===== src/rtl/cp0_intc.sv =====
// MIPS CP0: mfc0/mtc0 register file, exception/interrupt arbitration and trap-entry capture.
// Optional Count/Compare timer is compiled in when CP0_TIMER_EN is defined.
module cp0_intc #(
    parameter int          NUM_HWINT = 6,
    parameter logic [31:0] PRID      = 32'h0059756e,
    parameter int          COUNT_DIV = 1
) (
    input  logic                 clk,
    input  logic                 rst,
    input  logic                 wen,
    input  logic [4:0]           sel,
    input  logic [31:0]          din,
    output logic [31:0]          dout,
    input  logic [29:0]          pc,
    input  logic [NUM_HWINT-1:0] hw_int,
    input  logic                 exc_req,
    input  logic [4:0]           exc_code,
    input  logic [31:0]          bad_vaddr,
    input  logic                 eret,
    output logic                 trap,
    output logic [29:0]          epc
);
    logic [5:0]  hw_ext;
    logic [5:0]  iphw_q;
    logic [1:0]  ipsw_q, ipsw_d;
    logic [7:0]  im_q, im_d;
    logic        exl_q, exl_d;
    logic        ie_q, ie_d;
    logic [4:0]  exccode_q, exccode_d;
    logic [29:0] epc_q, epc_d;
    logic [31:0] badva_q, badva_d;
    logic [7:0]  ip;
    logic        ti;
    logic        int_pend;
    logic        wr_ok;

    always_comb begin
        hw_ext = '0;
        hw_ext[NUM_HWINT-1:0] = hw_int;
    end

    assign wr_ok = wen & ~trap;

`ifdef CP0_TIMER_EN
    logic [31:0] count_q, count_d;
    logic [31:0] compare_q, compare_d;
    logic        ti_q, ti_d;
    logic [7:0]  presc_q, presc_d;
    logic        inc;

    assign ti = ti_q;

    always_comb begin
        inc       = (presc_q == 8'(COUNT_DIV - 1));
        presc_d   = inc ? 8'd0 : presc_q + 8'd1;
        count_d   = inc ? count_q + 32'd1 : count_q;
        ti_d      = ti_q | (inc & ((count_q + 32'd1) == compare_q));
        compare_d = compare_q;
        // A Count write overrides the increment and cannot raise TI that cycle.
        if (wr_ok && sel == 5'd9) begin
            count_d = din;
            presc_d = 8'd0;
            ti_d    = ti_q;
        end
        if (wr_ok && sel == 5'd11) begin
            compare_d = din;
            ti_d      = 1'b0;
        end
    end

    always_ff @(posedge clk or posedge rst) begin
        if (rst) begin
            count_q   <= '0;
            compare_q <= 32'hFFFF_FFFF;
            ti_q      <= 1'b0;
            presc_q   <= '0;
        end else begin
            count_q   <= count_d;
            compare_q <= compare_d;
            ti_q      <= ti_d;
            presc_q   <= presc_d;
        end
    end
`else
    assign ti = 1'b0;
`endif

    always_comb begin
        ip    = {iphw_q, ipsw_q};
        ip[7] = iphw_q[5] | ti;
    end

    assign int_pend = (|(ip & im_q)) & ie_q & ~exl_q;
    assign trap     = (exc_req | int_pend) & ~exl_q;
    assign epc      = epc_q;

    always_comb begin
        ipsw_d    = ipsw_q;
        im_d      = im_q;
        exl_d     = exl_q;
        ie_d      = ie_q;
        exccode_d = exccode_q;
        epc_d     = epc_q;
        badva_d   = badva_q;
        if (trap) begin
            // Trap entry swallows any same-cycle mtc0 or eret.
            exl_d     = 1'b1;
            epc_d     = pc;
            exccode_d = exc_req ? exc_code : 5'd0;
            if (exc_req && (exc_code == 5'd4 || exc_code == 5'd5))
                badva_d = bad_vaddr;
        end else begin
            if (wen) begin
                case (sel)
                    5'd12: begin
                        im_d  = din[15:8];
                        exl_d = din[1];
                        ie_d  = din[0];
                    end
                    5'd13:   ipsw_d = din[9:8];
                    5'd14:   epc_d  = din[31:2];
                    default: ;
                endcase
            end
            if (eret)
                exl_d = 1'b0;
        end
    end

    always_ff @(posedge clk or posedge rst) begin
        if (rst) begin
            iphw_q    <= '0;
            ipsw_q    <= '0;
            im_q      <= '0;
            exl_q     <= 1'b0;
            ie_q      <= 1'b0;
            exccode_q <= '0;
            epc_q     <= '0;
            badva_q   <= '0;
        end else begin
            iphw_q    <= hw_ext;
            ipsw_q    <= ipsw_d;
            im_q      <= im_d;
            exl_q     <= exl_d;
            ie_q      <= ie_d;
            exccode_q <= exccode_d;
            epc_q     <= epc_d;
            badva_q   <= badva_d;
        end
    end

    always_comb begin
        dout = 32'd0;
        case (sel)
            5'd8:  dout = badva_q;
`ifdef CP0_TIMER_EN
            5'd9:  dout = count_q;
            5'd11: dout = compare_q;
`endif
            5'd12: dout = {16'b0, im_q, 6'b0, exl_q, ie_q};
            5'd13: dout = {1'b0, ti, 14'b0, ip, 1'b0, exccode_q, 2'b0};
            5'd14: dout = {epc_q, 2'b00};
            5'd15: dout = PRID;
            default: dout = 32'd0;
        endcase
    end
endmodule


===== config.mk =====
export PLATFORM = sky130hd
export DESIGN_NAME = cp0_intc
export DESIGN_NICKNAME = d
export VERILOG_FILES = /design/src/rtl/cp0_intc.sv
export SDC_FILE = /design/constraint.sdc
export NUM_CORES = 1
export LEC_CHECK = 0
export ABC_AREA = 1
export BUFFER_PORTS_ARGS = -buffer_cell sky130_fd_sc_hd__buf_2
export CORE_UTILIZATION = 45
export DETAILED_ROUTE_END_ITERATION = 8
export PLACE_DENSITY = 0.74
export SKIP_CTS_REPAIR_TIMING = 1
export SYNTH_ARGS = -nofsm -noshare
export SYNTH_HDL_FRONTEND = slang
export SYNTH_SLANG_ARGS = --single-unit

===== constraint.sdc =====
create_clock -name clk -period 2.8 [get_ports clk]
set_input_delay 0 -clock clk [delete_from_list [all_inputs] [get_ports clk]]
set_output_delay 0 -clock clk [all_outputs]
set_load 0.02 [all_outputs]

Word level (Yosys, flattened, before mapping) --
Index checks and enable logic that the tools add are counted.
Storage, ports and cells: register bits after elaboration 85, latch bits 0, bits in writable memories 0, ROM bits 0, input port bits 115, word-level logic and storage cells 43, memories 0
Operators by class: $add $sub $neg 0, $mul 0, div/mod/pow operators 0, $lt $le $gt $ge 0, equality and inequality tests 7, shift-type cells 0, muxes and demuxes 9, bitwise operators 7, reduce and logical (&&, ||, !) cells 12
Operators with widths (number):
- $pmux W32 S5 | 1
- $mux W30 | 3
- $eq A5 B4 Y1 const B | 5
- $eq A5 B3 Y1 const B | 2
- $and A8 B8 Y8 | 1
- $reduce_or A8 Y1 | 1
- $reduce_and A2 Y1 | 3
- $reduce_and A3 Y1 | 2
- $reduce_bool A3 Y1 | 2
- $mux W5 | 1
- $mux W1 | 4
- $reduce_bool A2 Y1 | 2
- $and A1 B1 Y1 | 3
- $not A1 Y1 | 2
- $logic_and A1 B1 Y1 | 1
- $logic_or A1 B1 Y1 | 1
- $or A1 B1 Y1 | 1

Longest topological paths before layout --
depth in word-level cells 8, mapped depth 10

Worst setup path before layout --
OpenSTA, ideal clock, no wires.
path kind reg2reg, start point register im_q[6], end point register exl_q, library setup time 0.124 ns, arrival 1.155 ns, required time 2.676 ns, setup slack 1.520 ns, cell stages (with the launch flop) 9, buffers on the path 1, clock period less this slack 1.280 ns, cells stage by stage dfrtp_1 -> nand2_1 -> nand2_1 -> nor2_1 -> nand2_1 -> nand2_1 -> nand2_2 -> buf_2 -> o21bai_1
Between the ends: cells in the longest elaborated chain, start to end 8
Ends and longest elaborated chain:
- start, declared | RTL line 26 | logic [7:0] im_q, im_d;
- start signal, assigned | RTL line 143 | im_q <= im_d;
- $and A8 B8 Y8 (*) | RTL line 93 | assign int_pend = (|(ip & im_q)) & ie_q & ~exl_q;
- $reduce_or A8 Y1 (*) | RTL line 93
- $and A1 B1 Y1 (*) (2 in series) | RTL line 93
- $or A1 B1 Y1 (*) | RTL line 94 | assign trap = (exc_req | int_pend) & ~exl_q;
- $and A1 B1 Y1 (*) | RTL line 94
- via trap | RTL line 20 | output logic trap,
- $reduce_bool A3 Y1 (no line)
- $reduce_and A2 Y1 (no line)
- end signal, assigned | RTL line 144 | exl_q <= exl_d;
- end, declared | RTL line 27 | logic exl_q, exl_d;
Mark *: on every way through the listed nets, which the timed path passes. The rest lies on a longest branch. A chain may end at the register's enable or synchronous reset.

Worst setup path in the final report --
start point register im_q[6], end point register epc_q[3] (netlist: epc[3])
Between the ends: cells in the longest elaborated chain, start to end 8
Ends and longest elaborated chain:
- $and A8 B8 Y8 (*) | RTL line 93
- $reduce_or A8 Y1 (*) | RTL line 93
- $and A1 B1 Y1 (*) (2 in series) | RTL line 93
- $or A1 B1 Y1 (*) | RTL line 94
- $and A1 B1 Y1 (*) | RTL line 94
- $reduce_bool A2 Y1 (no line)
- $reduce_and A2 Y1 (no line)
- end signal, assigned | RTL line 147 | epc_q <= epc_d;
- end, declared | RTL line 30 | logic [29:0] epc_q, epc_d;
Mark *: on every way between the ends. The rest lies on a longest branch, timed or not.

==> impl_metrics.py <==
metrics = {
    "timing": {
        "worstMarginPinSlew_ns": 1.06,
        "skew_ns": 0.00927,
        "hold_viol_final": 3,
        "final.min_clock_period_ns": 2.61,
        "finalSetupTns_ns": 0,
        "finalSetupViolCount": 0,
        "max_freq_ghz": 0.383,
        "drv_slew": 0,
        "whs_ns": -0.0322,
        "slew_headroom_pct": 29.1,
        "fin_crit_sh_pct": 93.3,
    },
    "logic_synthesis": {
        "synth-async-reset-ratio_pct": 100,
        "yosys_warnings": 0,
        "synth_edf_count": 0,
        "syn_avg_cell_area_um2": 7.53,
        "ys.flop_type": "dfrtp_1",
        "seq_area_frac_synth_pct": 45.5,
        "synth_area_leader_cell": "dfrtp_1",
        "syn_area_mm2": 0.00468,
        "yosysTopAreaCellShare_pct": 45.5,
        "yosysUniqueCellTypes": 29,
        "synthTopCellsByCount": "nand2_1, dfrtp_1, inv_1",
        "synth_cells": 621,
        "synth_most_common_cell": "nand2_1",
        "ys_top_cells_by_area": "dfrtp_1, nand2_1, nand4_1",
        "ys_ff_latch": 85,
        "synth_nets": 736,
    },
    "detailed_routing": {
        "vias": 5306,
        "wl_um": 15100,
        "wl_per_cell_um": 14.8,
        "antenna_left": 0,
        "dr.pass1.iters": 6,
        "drc": 0,
        "drt_iter0_markers": 336,
        "avgViaCountPerCell": 5.20,
    },
    "clock_network": {
        "cts_tree": "built",
        "h-tree-depth": 3,
        "cts_buffers": 9,
        "ctsLongestPathBuffers": 2,
        "cts_sinks": 85,
        "root_buffer": "clkbuf_8",
        "clk_latency_ns": 0.36,
        "clkTransAtPathRegs_ns": 0.09,
    },
    "setup_path": {
        "cp-end-kind": "flip-flop",
        "crit_type": "reg2reg",
        "critPathRequiredTime_ns": 3.11,
        "crit_fanout": 37,
        "critPathLaunchType": "flip-flop",
        "crit_arrival_ns": 2.92,
    },
    "place": {
        "port_buffers": 177,
        "gp_congestion": 0.891,
        "dpl_cell_area_mm2": 0.00555,
        "dp_cells": 902,
        "dpl.hpwl_um": 9770,
    },
    "final_layout": {
        "nets": 998,
        "final_cells": 1021,
        "design_area_mm2": 0.00681,
        "drive_above_1_share_pct": 27.8,
        "diodes": 0,
        "post-route-util_pct": 68.7,
        "syn2layout_area_growth_pct": 45.7,
    },
    "worst_hold_path": {
        "hold_path_class": "in2reg",
    },
    "die": {
        "initial_core_util_pct": 47.2,
        "die_h_um": 104,
        "coreArea_mm2": 0.00991,
        "dieArea_mm2": 0.0108,
        "num_io_pins": 178,
        "rows": 36,
        "die_w_um": 104,
    },
    "outcome": {
        "violations": "negative hold slack",
        "status": "finished with violations",
    },
    "global_route": {
        "antenna_found_initial": 0,
        "grtUsageTotal_pct": 25.8,
        "grt_pass1_vias": 4679,
        "grt_max_degree": 63,
        "grt_pass1_wl_um": 22300,
        "overflow": 0,
    },
    "power": {
        "p_leak_nw": 3.71,
        "p_per_area_mw_per_mm2": 681,
        "p_total_mw": 4.64,
        "vdd_drop_max_uv": 379,
    },
    "flow_run": {
        "maxCapViolCount": 0,
    },
}
## sequential cells by signal, indices dropped and copies added (netlist names)
name       cells
ipsw_q         2
exl_q          1
exccode_q      5
iphw_q         6
badva_q       32
ie_q           1
epc           30
im_q           8
## metrics by stage
step	hold slack [ns]	worst slack, ns
6_report	-0.0322	0.187
5_1_grt	0.00455	-0.0122
4_1_cts	-0.276	0.455
3_5_place_dp	0.111	0.756
3_3_place_gp	0.110	0.825
2_1_floorplan	0.0314	0.607
## metal layers
metal / routed length (um) / part of all wire, % / up-vias / global-route usage, %
met5: 0 / 0 / - / 0
li1: - / - / 2508 / -
met4: 495 / 3.3 / 0 / 14.4
met1: 6090 / 40 / 2509 / 33.1
met2: 7650 / 51 / 243 / 42.7
met3: 846 / 5.6 / 46 / 2.94
## final timing paths
check | from | end | slack, ns | cells past startpoint
worst min register to register | ie_q | ie_q | 0.48 | 2
worst min-delay path | din[19] | epc[17] | -0.03 | 5
max in group asynchronous | rst | im_q[5] | 1.62 | 4
worst max-delay path | im_q[6] | epc[3] | 0.19 | 10
worst max register to register | im_q[6] | epc[3] | 0.19 | 10
min in group asynchronous | rst | badva_q[5] | 0.37 | 3
## area by class of cell
cell class	count	area [um^2]
Clock inverter	3	67.6
Timing Repair Buffer	288	1980
Multi-Input combinational cell	417	2000
Inverter	82	309
Sequential cell	85	2130
Clock buffer	13	159
Fill cell	816	3100
Tap cell	133	166
## cells in the final DEF (no fill, tap or decap), drive strengths merged, types with 13 or more instances in the layout
cell           n
dlygate4sd3  103
nand2        228
nor2          30
o21ai         43
dfrtp         85
nand3         35
buf          185
inv           81
nand4         48
a21oi         16
clkbuf        13
## worst max-delay path: stages, from the launching register on
cell	delay, ns
dfrtp_1	0.40
nand2_1	0.07
nand2_1	0.05
nor2_1	0.14
nand2_1	0.09
nand2_2	0.32
nand2_2	0.55
nand2_1	0.21
nand2_1	0.06
dlygate4sd3_1	0.57
nand2_1	0.07
## power by group
group / leakage [nW] / internal [mW] / switching (mW)
clock: 0.110 / 0.553 / 0.449
sequential: 1.00 / 1.62 / 0.304
combinational: 2.59 / 0.686 / 1.02
total: 3.71 / 2.86 / 1.78
## cells by family (layout without fill, tap and decap cells)
logic type	Yosys count	count (layout)	synth area share, %
simple gates	343	343	34.1
buf+inv	119	386	11.7
flops	85	85	45.5
compound gates	74	74	8.75
(Power assumes the default switching activity.)
